## src/rtl/payload_serializer.sv

```systemverilog
// Pops one DATA_POINTS-word frame from the pre-data buffer and streams it out as
// MSB-first bytes on a valid/ready/last interface, counting completed frames.
module payload_serializer #(
   parameter int N           = 8,
   parameter int DATA_POINTS = 5,
   parameter int CNT_W       = 16
) (
   input  logic                        eth_clk,
   input  logic                        rst_n,
   input  logic [0:DATA_POINTS-1][N:0] buf_data,
   input  logic                        buf_rvalid,
   output logic                        buf_rready,
   output logic [7:0]                  m_tdata,
   output logic                        m_tvalid,
   input  logic                        m_tready,
   output logic                        m_tlast,
   output logic                        busy,
   output logic [CNT_W-1:0]            frame_cnt
);

   localparam int W           = N + 1;
   localparam int BPW         = (N + 8) / 8;
   localparam int FRAME_BYTES = DATA_POINTS * BPW;
   localparam int K_W         = (FRAME_BYTES > 1) ? $clog2(FRAME_BYTES) : 1;

   typedef enum logic {IDLE, SEND} state_t;

   state_t                        state_q, state_d;
   logic [0:DATA_POINTS-1][W-1:0] frame_q;
   logic [K_W-1:0]                k_q;
   logic                          pop, accept, last;
   logic [BPW*8-1:0]              padded [DATA_POINTS];
   logic [7:0]                    byte_c;

   assign last = (k_q == K_W'(FRAME_BYTES - 1));

   // NOTE: non-blocking assignments in clocked blocks so every flop samples pre-edge values.
   always_ff @(posedge eth_clk or negedge rst_n) begin
      if (!rst_n) state_q <= IDLE;
      else        state_q <= state_d;
   end

   // NOTE: every output of this block gets a default first, so no path can infer a latch.
   always_comb begin
      state_d    = state_q;
      buf_rready = 1'b0;
      pop        = 1'b0;
      accept     = 1'b0;
      unique case (state_q)
         IDLE: begin
            buf_rready = buf_rvalid;
            pop        = buf_rvalid;
            if (buf_rvalid) state_d = SEND;
         end
         SEND: begin
            accept = m_tready;
            if (m_tready && last) state_d = IDLE;
         end
         default: state_d = IDLE;
      endcase
   end

   // NOTE: the frame register is cleared on reset as well, so no stale frame survives it.
   always_ff @(posedge eth_clk or negedge rst_n) begin
      if (!rst_n) begin
         frame_q   <= '0;
         k_q       <= '0;
         frame_cnt <= '0;
      end else if (pop) begin
         frame_q <= buf_data;
         k_q     <= '0;
      end else if (accept) begin
         if (last) frame_cnt <= frame_cnt + CNT_W'(1);
         else      k_q       <= k_q + K_W'(1);
      end
   end

   // Byte k is byte (BPW-1 - k%BPW) of word k/BPW, counted from the LSB of the padded word.
   always_comb begin
      byte_c = '0;
      for (int w = 0; w < DATA_POINTS; w++) begin
         padded[w]        = '0;
         padded[w][W-1:0] = frame_q[w];
      end
      for (int i = 0; i < FRAME_BYTES; i++) begin
         if (k_q == K_W'(i)) byte_c = padded[i/BPW][(BPW-1-i%BPW)*8 +: 8];
      end
   end

   assign m_tvalid = (state_q == SEND);
   assign busy     = (state_q == SEND);
   assign m_tlast  = (state_q == SEND) && last;
   assign m_tdata  = (state_q == SEND) ? byte_c : 8'h00;

endmodule

```

## config.mk

```make
export PLATFORM = sky130hd
export DESIGN_NAME = payload_serializer
export DESIGN_NICKNAME = d
export VERILOG_FILES = /design/src/rtl/payload_serializer.sv
export SDC_FILE = /design/constraint.sdc
export NUM_CORES = 1
export LEC_CHECK = 0
export BUFFER_PORTS_ARGS = -buffer_cell sky130_fd_sc_hd__buf_2
export CORE_UTILIZATION = 25
export DETAILED_ROUTE_END_ITERATION = 7
export SLEW_MARGIN = 25
export SYNTH_ARGS = -nofsm -noshare
export SYNTH_HDL_FRONTEND = slang
export SYNTH_SLANG_ARGS = --single-unit
```

## constraint.sdc

```tcl
create_clock -name eth_clk -period 1.6 [get_ports eth_clk]
set_input_delay 0.16 -clock eth_clk [delete_from_list [all_inputs] [get_ports eth_clk]]
set_output_delay 0.16 -clock eth_clk [all_outputs]
set_load 0.005 [all_outputs]
```

==> results of run 1 <==
-- cells by family (layout without fill, tap and decap cells) --
family | after synthesis | after routing | synth area share
DFF | 66 | 66 | 0.533
muxes | 45 | 45 | 0.163
AOI/OAI and AO/OA | 36 | 36 | 0.0819
buffers and inverters | 17 | 135 | 0.0367
and+or+nand+nor | 55 | 55 | 0.114
adders and majority gates | 5 | 5 | 0.0202
xor gates and xnor gates | 18 | 18 | 0.0508
-- layout by cell type (no fill, tap or decap), types with 2 or more instances in the layout --
cell type    n
a21oi_1      5
a222oi_1     7
a22oi_1      6
a22oi_2      2
and3_1       2
and4_1       2
buf_12       3
buf_2       75
buf_4       19
buf_6       15
clkbuf_16   10
clkinv_2     2
clkinvlp_4   2
dfrtp_1     65
ha_2         2
ha_4         2
inv_1        4
mux2_1      44
nand2_1      5
nand2_2      3
nand2b_4     2
nand3_2      4
nand3b_1     3
nand4_1      7
nor2_1      10
nor2_2       2
nor2_4       2
nor2b_4      2
nor3b_1      2
o21ai_0      2
o21ai_1      8
xnor2_1     11
xnor2_2      2
xor2_1       5
-- critical path, delay by kind of cell, from the launching register on --
family	cells	cell delay (ns)
AND/OR/NAND/NOR	2	0.67
flip-flops	1	0.41
AO/OA/AOI/OAI	2	0.35
adder cells (fa/ha/maj)	1	0.19
buffers and inverters	1	0.15
-- stage by stage --
step | total power, mW | cell area [sq um] | hold WS [ns] | instances | worst slack, ns
4_1_cts | 7.38 | 4250 | 0.0290 | 520 | -0.698
3_3_place_gp | 5.17 | 3860 | 0.207 | 501 | -0.368
5_1_grt | 8.17 | 4440 | 0.0390 | 528 | -0.775
2_1_floorplan | 4.22 | 3110 | -0.136 | 242 | -0.196
3_5_place_dp | 5.23 | 3860 | 0.208 | 501 | -0.393
6_report | 7.66 | 4440 | 0.0353 | 528 | -0.663
-- how the worst max path moves through the flow --
stage	end	slack, ns	cells after the start
after global placement	m_tdata[5]	-0.37	8
final	m_tdata[4]	-0.66	6
after CTS	m_tdata[4]	-0.70	7
after global routing	m_tdata[4]	-0.77	7
after floorplan	m_tdata[1]	-0.20	6
after detailed placement	m_tdata[3]	-0.39	8
-- sequential cells by signal (all words and copies together) (netlist names) --
name	flops
k_q	4
frame_q	45
frame_cnt	16
busy	1
-- routing by layer --
metal  share of wire  vias to the layer above
met5          0.0013                        -
met4           0.017                        2
met3           0.065                       12
met2            0.49                       66
met1            0.43                     1163
li1                -                     1107
-- layout make-up --
type / instances / area (sq um) / area share
well taps: 168 / 210 / 0.0474
multi-input cells: 159 / 1460 / 0.330
flip-flops and latches: 66 / 1650 / 0.373
clock inverters: 5 / 55.1 / 0.0124
inverters: 6 / 32.5 / 0.00733
clock buffers: 10 / 239 / 0.0539
repair buffers: 114 / 782 / 0.176
-- power groups by stage --
stage	registers [mW]	logic, mW	clock network (mW)
floorplan	2.61	1.60	0
global placement	2.73	2.44	0
detailed placement	2.73	2.50	0
CTS	2.71	2.67	2.00
global route	2.80	3.30	2.07
finish	2.71	3.01	1.94
-- repair_timing --
| action | CTS | global route |
|---|---|---|
| buffers inserted | 4 | 7 |
| gates resized for setup | 19 | 26 |
| setup endpoints to repair | 22 | 40 |
| hold endpoints to repair | 66 | 0 |
| hold buffers | 1 | 0 |
| gates cloned | 0 | 1 |
| pin swaps | 21 | 21 |
==> flow_summary.toml, run 1 <==
[yosys]
yosys-top-cells-count = "66 x dfrtp_1, 45 x mux2_1, 13 x xnor2_1"
ys_ff_latch = 66
synth.most_common_cell = "dfrtp_1"
synth_top_area_frac = 0.533
netlist_instances = 242
yosys_warnings = 0
syn_nets = 296
synth.distinct_cells = 38
yosys.area.top_type = "dfrtp_1"
synth_ff_type = "dfrtp_1"
avgSynthCellArea_sq_um = 12.8
synth_edf_count = 0
yosysSeqAreaShare = 0.533
ys_top_cells_by_area = "dfrtp_1 53%, mux2_1 16%, xnor2_1 3.7%"
async_reset_ff_frac = 1.00
synth_area_sq_mm = 0.00310

[route]
ant_nets = 0
dr.first_iter.drc_count = 109
wl_per_cell_microns = 14.4
num_vias = 2350
via_per_inst = 4.45
drt-total-wl_microns = 7620
dr.pass1.iters = 4
drc = 0

[sta]
max_freq_mhz = 442
post-route-period-util = 1.41
drv_slew = 0
worst_slack_ns = -0.663
finClkSkew_ns = 0.00831
setup_viol = 29
rsz0062_at_grt = "yes"
finalSetupTns_ns = -11.58
finalHoldViolCount = 0
fin_crit_ns = 2.26
worst_pin_slew_ns = 0.573
slew_headroom = 0.617

[status]
outcome = "complete, but fails checks"
violations = "setup timing"

[clock_tree]
cts-root-buf = "clkbuf_16"
htreeDepth = 3
numCtsBuffers = 9
clock_path_buffers = 2
cts_tree = "done"
clock-sinks = 66
clk_latency_ns = 0.34
clk_pin_slew_ns = 0.06

[global_route]
antenna_found_initial = 1
use_met2 = 0.196
grt_pass1_vias = 2442
grt_max_degree = 67
grt_pass1_wl_microns = 12200
busiest_layer = "met2"
overflow = 0
met3_usage = 0.0461
met1_usage = 0.152
grt_use_total = 0.124

[setup_path]
cp_data_arrival_time_ns = 2.10
setup.worst_path.start = "k_q[0]"
reg2reg_depth = 13
r2r_end = "frame_cnt[15]"
crit_path_max_fanout = 7
cpMaxStageDelayCell = "or4_4"
timing.rr.start = "k_q[1]"
regToRegSetupSlack_ns = -0.51
required_ns = 1.44
cp-start-kind = "register"
worstPathCellList = "ha_2 -> or4_4 -> nor2_8 -> a222oi_1 -> o21ai_1 -> buf_2"
path_class = "register to output pin"
endpoint_kind = "output pin"
worst_path_largest_cell_delay_ns = 0.52

[die]
ioPinCount = 77
start_util = 0.257
die_x_microns = 113
fp.dieArea_sq_mm = 0.0129
rows = 40
core-area_sq_mm = 0.0121
die_y_microns = 113

[place]
port_buffers = 76
dp_hpwl_microns = 5290
finalWeightedCongestion = 0.786

[power_and_ir_drop]
power.share.sequential = 0.354
switching_share = 0.324
peakVddDrop_mv = 0.636
comb_power_share = 0.393
switching_power_mw = 2.48
p_int_mw = 5.18
power_density_mw_per_mm2 = 1730
p_leak_nw = 2.05
clkPwrFrac = 0.253

[cells_and_area]
fin_util = 0.368
area_growth_pct = 43.1
nets = 410
fillerInstances = 1204
diodes = 0
drive_gt1_frac = 0.456

[worst_hold_path]
hold_start = "buf_data[9]"
min_to = "frame_q[9]"
hp-class = "input pin to register"
min_path_cells = 3

[job]
cap_viol_max_count = 0
(Power assumes the default switching activity.)
==> inputs of run 2 (changes only) <==
TNS_END_PERCENT = 50   (was not set)
==> run 2 against run 1 <==
Compared with the run above:
- the flow still finishes with violations (setup timing)
- first-iteration DRC count is 11% lower
- maximum frequency is 2.2% higher
- non-clock buffer count is 4 lower
- via count is 2.2% lower
- clock power is 17% higher
- clock-buffer cell count stayed put
- sequential share of layout area is 0.60 points higher
- sequential cell count stayed put
- register-to-register slack better by 0.35 ns
- critical endpoint is now m_tdata[3]
- largest cell class unchanged
==> flow_summary.toml, run 2 (synthesized netlist as in run 1, its figures left out) <==
[global_route]
grt_pass1_wl_microns = 12200
grt_pass1_vias = 2384
overflow = 0
grt_max_degree = 31
grt_use_total = 0.127
antenna_found_initial = 2

[cells_and_area]
final_common_cell = "buf_2"
finalInstanceArea_sq_mm = 0.00437
largest_register = "frame_q"
top_regs = "frame_q: 45 flops, frame_cnt: 16 flops, k_q: 4 flops"
area_growth_pct = 40.8
nets = 406
final_cell_mix = "75 x buf_2, 65 x dfrtp_1, 45 x mux2_1, 26 x buf_4, 13 x xnor2_1"
drive_gt1_frac = 0.403
fin_util = 0.362
largest_reg_flops = 45

[setup_path]
crit_path_max_fanout = 7
crit_family = "simple AND/OR/NAND/NOR gates"
required_ns = 1.44
regToRegSetupSlack_ns = -0.16
cp-start-kind = "register"
cpMaxStageDelayCell = "or4_4"
path_class = "register to output pin"
cp_num_buf_inv = 2
worst_path_largest_cell_delay_ns = 0.52
worstPathCellList = "inv_2 -> ha_4 -> or4_4 -> nor2_8 -> a222oi_1 -> o21ai_1 -> buf_2"
setup.worst_path.start = "k_q[0]"
timing.rr.start = "k_q[1]"
endpoint_kind = "output pin"
cp_data_arrival_time_ns = 2.05
reg2reg_depth = 7
r2r_end = "frame_cnt[1]"

[place]
dp_hpwl_microns = 5510
post-place-ws_ns = -0.347
placed_area_sq_mm = 0.00389
port_buffers = 76
finalWeightedCongestion = 0.794

[route]
ant_nets = 0
dr.first_iter.drc_count = 97
dr.pass1.iters = 4
num_vias = 2299
drc = 0
wl_per_cell_microns = 14.1
via_per_inst = 4.37
drt-total-wl_microns = 7420

[sta]
worst_pin_slew_ns = 0.510
timing.hold.ws_ns = 0.0409
fin_crit_ns = 2.21
finalHoldViolCount = 0
post-route-period-util = 1.38
worst_slack_ns = -0.614
max_freq_mhz = 452
drv_slew = 0
finClkSkew_ns = 0.00554
rsz0062_at_grt = "yes"
setup_viol = 19
slew_headroom = 0.660

[power_and_ir_drop]
power_density_mw_per_mm2 = 1760
p_int_mw = 5.30
switching_power_mw = 2.38
clkPwrFrac = 0.295
p_leak_nw = 2.02
peakVddDrop_mv = 0.703
comb_power_share = 0.352
power.share.sequential = 0.353
switching_share = 0.310

[worst_hold_path]
hp-class = "input pin to register"
min_to = "frame_q[14]"
hold_start = "buf_data[14]"
min_path_cells = 2

[die]
fp.dieArea_sq_mm = 0.0129
core-area_sq_mm = 0.0121
die_y_microns = 113
start_util = 0.257
ioPinCount = 77
die_x_microns = 113
rows = 40

[clock_tree]
cts_tree = "done"
clk_latency_ns = 0.33
clock_path_buffers = 2
numCtsBuffers = 9
clk_pin_slew_ns = 0.06
htreeDepth = 3
clock-sinks = 66
cts-root-buf = "clkbuf_16"

[status]
outcome = "complete, but fails checks"
violations = "setup timing"

[job]
cap_viol_max_count = 0
-- run 2: cell types whose count changed in the layout (fill, tap and decap cells not counted), sizes merged --
cell      before  now
buf          112  109
inv            6    5
diode          0    1
clkbuf        11   10
clkinvlp       2    1
bufinv         1    4
-- run 2: layer usage --
layer	wire length, microns	global-route usage	vias up
li1	-	-	1099
met1	3320	0.158	1131
met2	3550	0.200	57
met3	462	0.0552	10
met4	77	0.0325	2
met5	8	0	-
-- run 2: per-stage QoR --
stage          total power [mW]  TNS, ns  std cells
2_1_floorplan              4.21    -1.40        242
3_3_place_gp               5.16    -2.47        504
3_5_place_dp               5.24    -3.51        504
4_1_cts                    7.79    -5.79        525
5_1_grt                    8.20    -7.81        526
6_report                   7.68    -5.69        526
-- run 2: area by class of cell --
class / instances / area (sq um)
multi-input combinational: 159 / 1410
tap: 168 / 210
antenna: 1 / 2.50
inverter: 6 / 36.3
sequential: 66 / 1650
clock inverter: 6 / 115
clock buffer: 10 / 229
timing repair buffer: 110 / 714
fill: 1175 / 7700
-- run 2: what timing repair did --
action	CTS	global route
gates resized for setup	15	3
hold buffers	1	0
buffers inserted	4	0
pin swaps	13	2
endpoints found under the hold margin	17	0
endpoints found under the setup margin	23	28
-- run 2: worst max path at each step --
stage | end | slack (ns) | depth (start not counted)
floorplan | m_tdata[1] | -0.20 | 6
global placement | m_tdata[3] | -0.26 | 6
detailed placement | m_tdata[3] | -0.35 | 7
CTS | m_tdata[3] | -0.64 | 7
global route | m_tdata[4] | -0.69 | 7
finish | m_tdata[3] | -0.61 | 7
-- run 2: power by group through the flow --
stage / clock network [mW] / registers (mW) / logic [mW]
2_1_floorplan: 0 / 2.61 / 1.60
3_3_place_gp: 0 / 2.72 / 2.44
3_5_place_dp: 0 / 2.74 / 2.50
4_1_cts: 2.34 / 2.71 / 2.73
5_1_grt: 2.41 / 2.80 / 3.00
6_report: 2.27 / 2.71 / 2.71
==> inputs of run 3 (changes only) <==
CORE_UTILIZATION = 30   (was 25)
==> run 3 against run 2 <==
Compared with the run above:
- the flow still finishes with violations (setup timing)
- sequential share of layout area up 2.7 points
- design area fell by 6.7%
- combinational power shrank 4%
- clock power down 46%
- critical path depth did not move
- utilization grew 4.9 points
- final cell count fell by 7.4%
- critical path type unchanged
- critical endpoint is now m_tdata[5]
==> flow_summary.toml, run 3 (synthesized netlist as in run 1, its figures left out) <==
[status]
outcome = "complete, but fails checks"
violations = "setup timing"

[clock_tree]
cts_tree = "done"
numCtsBuffers = 9
cts-root-buf = "clkbuf_8"
clk_pin_slew_ns = 0.08
clock_path_buffers = 2
htreeDepth = 3
clk_latency_ns = 0.34
clock-sinks = 66

[die]
die_x_microns = 104
rows = 36
ioPinCount = 77
start_util = 0.313
fp.dieArea_sq_mm = 0.0107
die_y_microns = 104
core-area_sq_mm = 0.00991

[route]
ant_nets = 0
drt-total-wl_microns = 7140
dr.first_iter.drc_count = 148
wl_per_cell_microns = 14.7
via_per_inst = 4.72
dr.pass1.iters = 8
num_vias = 2301
drc = 0

[cells_and_area]
diodes = 0
top_regs = "frame_q: 45 flops, frame_cnt: 16 flops, k_q: 4 flops"
largest_reg_flops = 45
area_growth_pct = 31.4
final_cell_mix = "76 x buf_2, 65 x dfrtp_1, 45 x mux2_1, 25 x buf_4, 13 x xnor2_1"
nets = 403
largest_register = "frame_q"
final_common_cell = "buf_2"
drive_gt1_frac = 0.401

[sta]
worst_slack_ns = -0.621
setup_viol = 27
finalHoldViolCount = 0
fin_crit_ns = 2.22
post-route-period-util = 1.39
worst_pin_slew_ns = 0.365
finalSetupTns_ns = -6.72
max_freq_mhz = 450
drv_slew = 0
finClkSkew_ns = 0.00645
rsz0062_at_grt = "yes"
slew_headroom = 0.756

[global_route]
grt_use_total = 0.143
grt_pass1_wl_microns = 12200
grt_max_degree = 67
grt_pass1_vias = 2414
antenna_found_initial = 0
overflow = 0

[setup_path]
crit_path_max_fanout = 7
cp-start-kind = "register"
required_ns = 1.44
endpoint_kind = "output pin"
path_class = "register to output pin"
cp_data_arrival_time_ns = 2.06

[place]
finalWeightedCongestion = 0.838
dp_hpwl_microns = 5150
post-place-ws_ns = -0.298
port_buffers = 76

[power_and_ir_drop]
p_leak_nw = 1.93
power_density_mw_per_mm2 = 1610
peakVddDrop_mv = 0.509
power_mw = 6.55

[job]
cap_viol_max_count = 0

[worst_hold_path]
hp-class = "input pin to register"
run 3: routing by layer:
layer  global-route usage  vias to the layer above  wire length [microns]
met5                    0                        -                      0
met4               0.0347                        0                     56
met3               0.0497                        6                    439
met2                0.225                       72                   3270
met1                0.188                     1130                   3370
li1                     -                     1093                      -
run 3: path summary, 6_finish.rpt:
check / startpoint / endpoint / slack (ns) / depth (start not counted)
worst max-delay path: k_q[0] / m_tdata[5] / -0.62 / 7
worst min-delay path: buf_data[40] / frame_q[40] / 0.03 / 2
worst max register to register: k_q[1] / frame_cnt[1] / -0.31 / 8
worst min register to register: frame_cnt[15] / frame_cnt[15] / 0.47 / 1
max in group asynchronous: rst_n / busy / 0.91 / 3
min in group asynchronous: rst_n / frame_q[36] / 0.35 / 3
run 3: critical path, cell delays in order, from the launching register on:
cell	delay (ns)
dfrtp_1	0.41
inv_1	0.08
ha_2	0.19
or4_4	0.45
nor2_8	0.15
a222oi_1	0.13
o21ai_1	0.17
buf_2	0.14
run 3: through the flow:
step	utilization	instance area [sq um]	instances	hold WS, ns
5_1_grt	0.411	4070	487	0.0155
6_report	0.411	4070	487	0.0295
3_3_place_gp	0.387	3830	469	0.209
2_1_floorplan	-	3100	242	-0.136
3_5_place_dp	0.387	3830	469	0.211
4_1_cts	0.409	4060	486	0.0120
run 3: power breakdown:
group	leakage, nW	internal [mW]	switching (mW)	total, mW
sequential	0.823	2.31	0.404	2.72
combinational	1.02	1.41	1.20	2.60
clock	0.0891	0.558	0.670	1.23
run 3: layout make-up:
cell class | count | area, sq um
Clock buffer | 9 | 124
Clock inverter | 7 | 45.0
Fill cell | 990 | 5840
Inverter | 6 | 36.3
Multi-Input combinational cell | 159 | 1380
Sequential cell | 66 | 1650
Tap cell | 133 | 166
Timing Repair Buffer | 107 | 664
run 3: what timing repair did:
action | 4_1_cts | 5_1_grt
setup endpoints to repair | 25 | 27
buffers inserted | 0 | 1
hold endpoints to repair | 66 | 0
pin swaps | 8 | 9
resized for setup | 11 | 2
hold buffers | 1 | 0
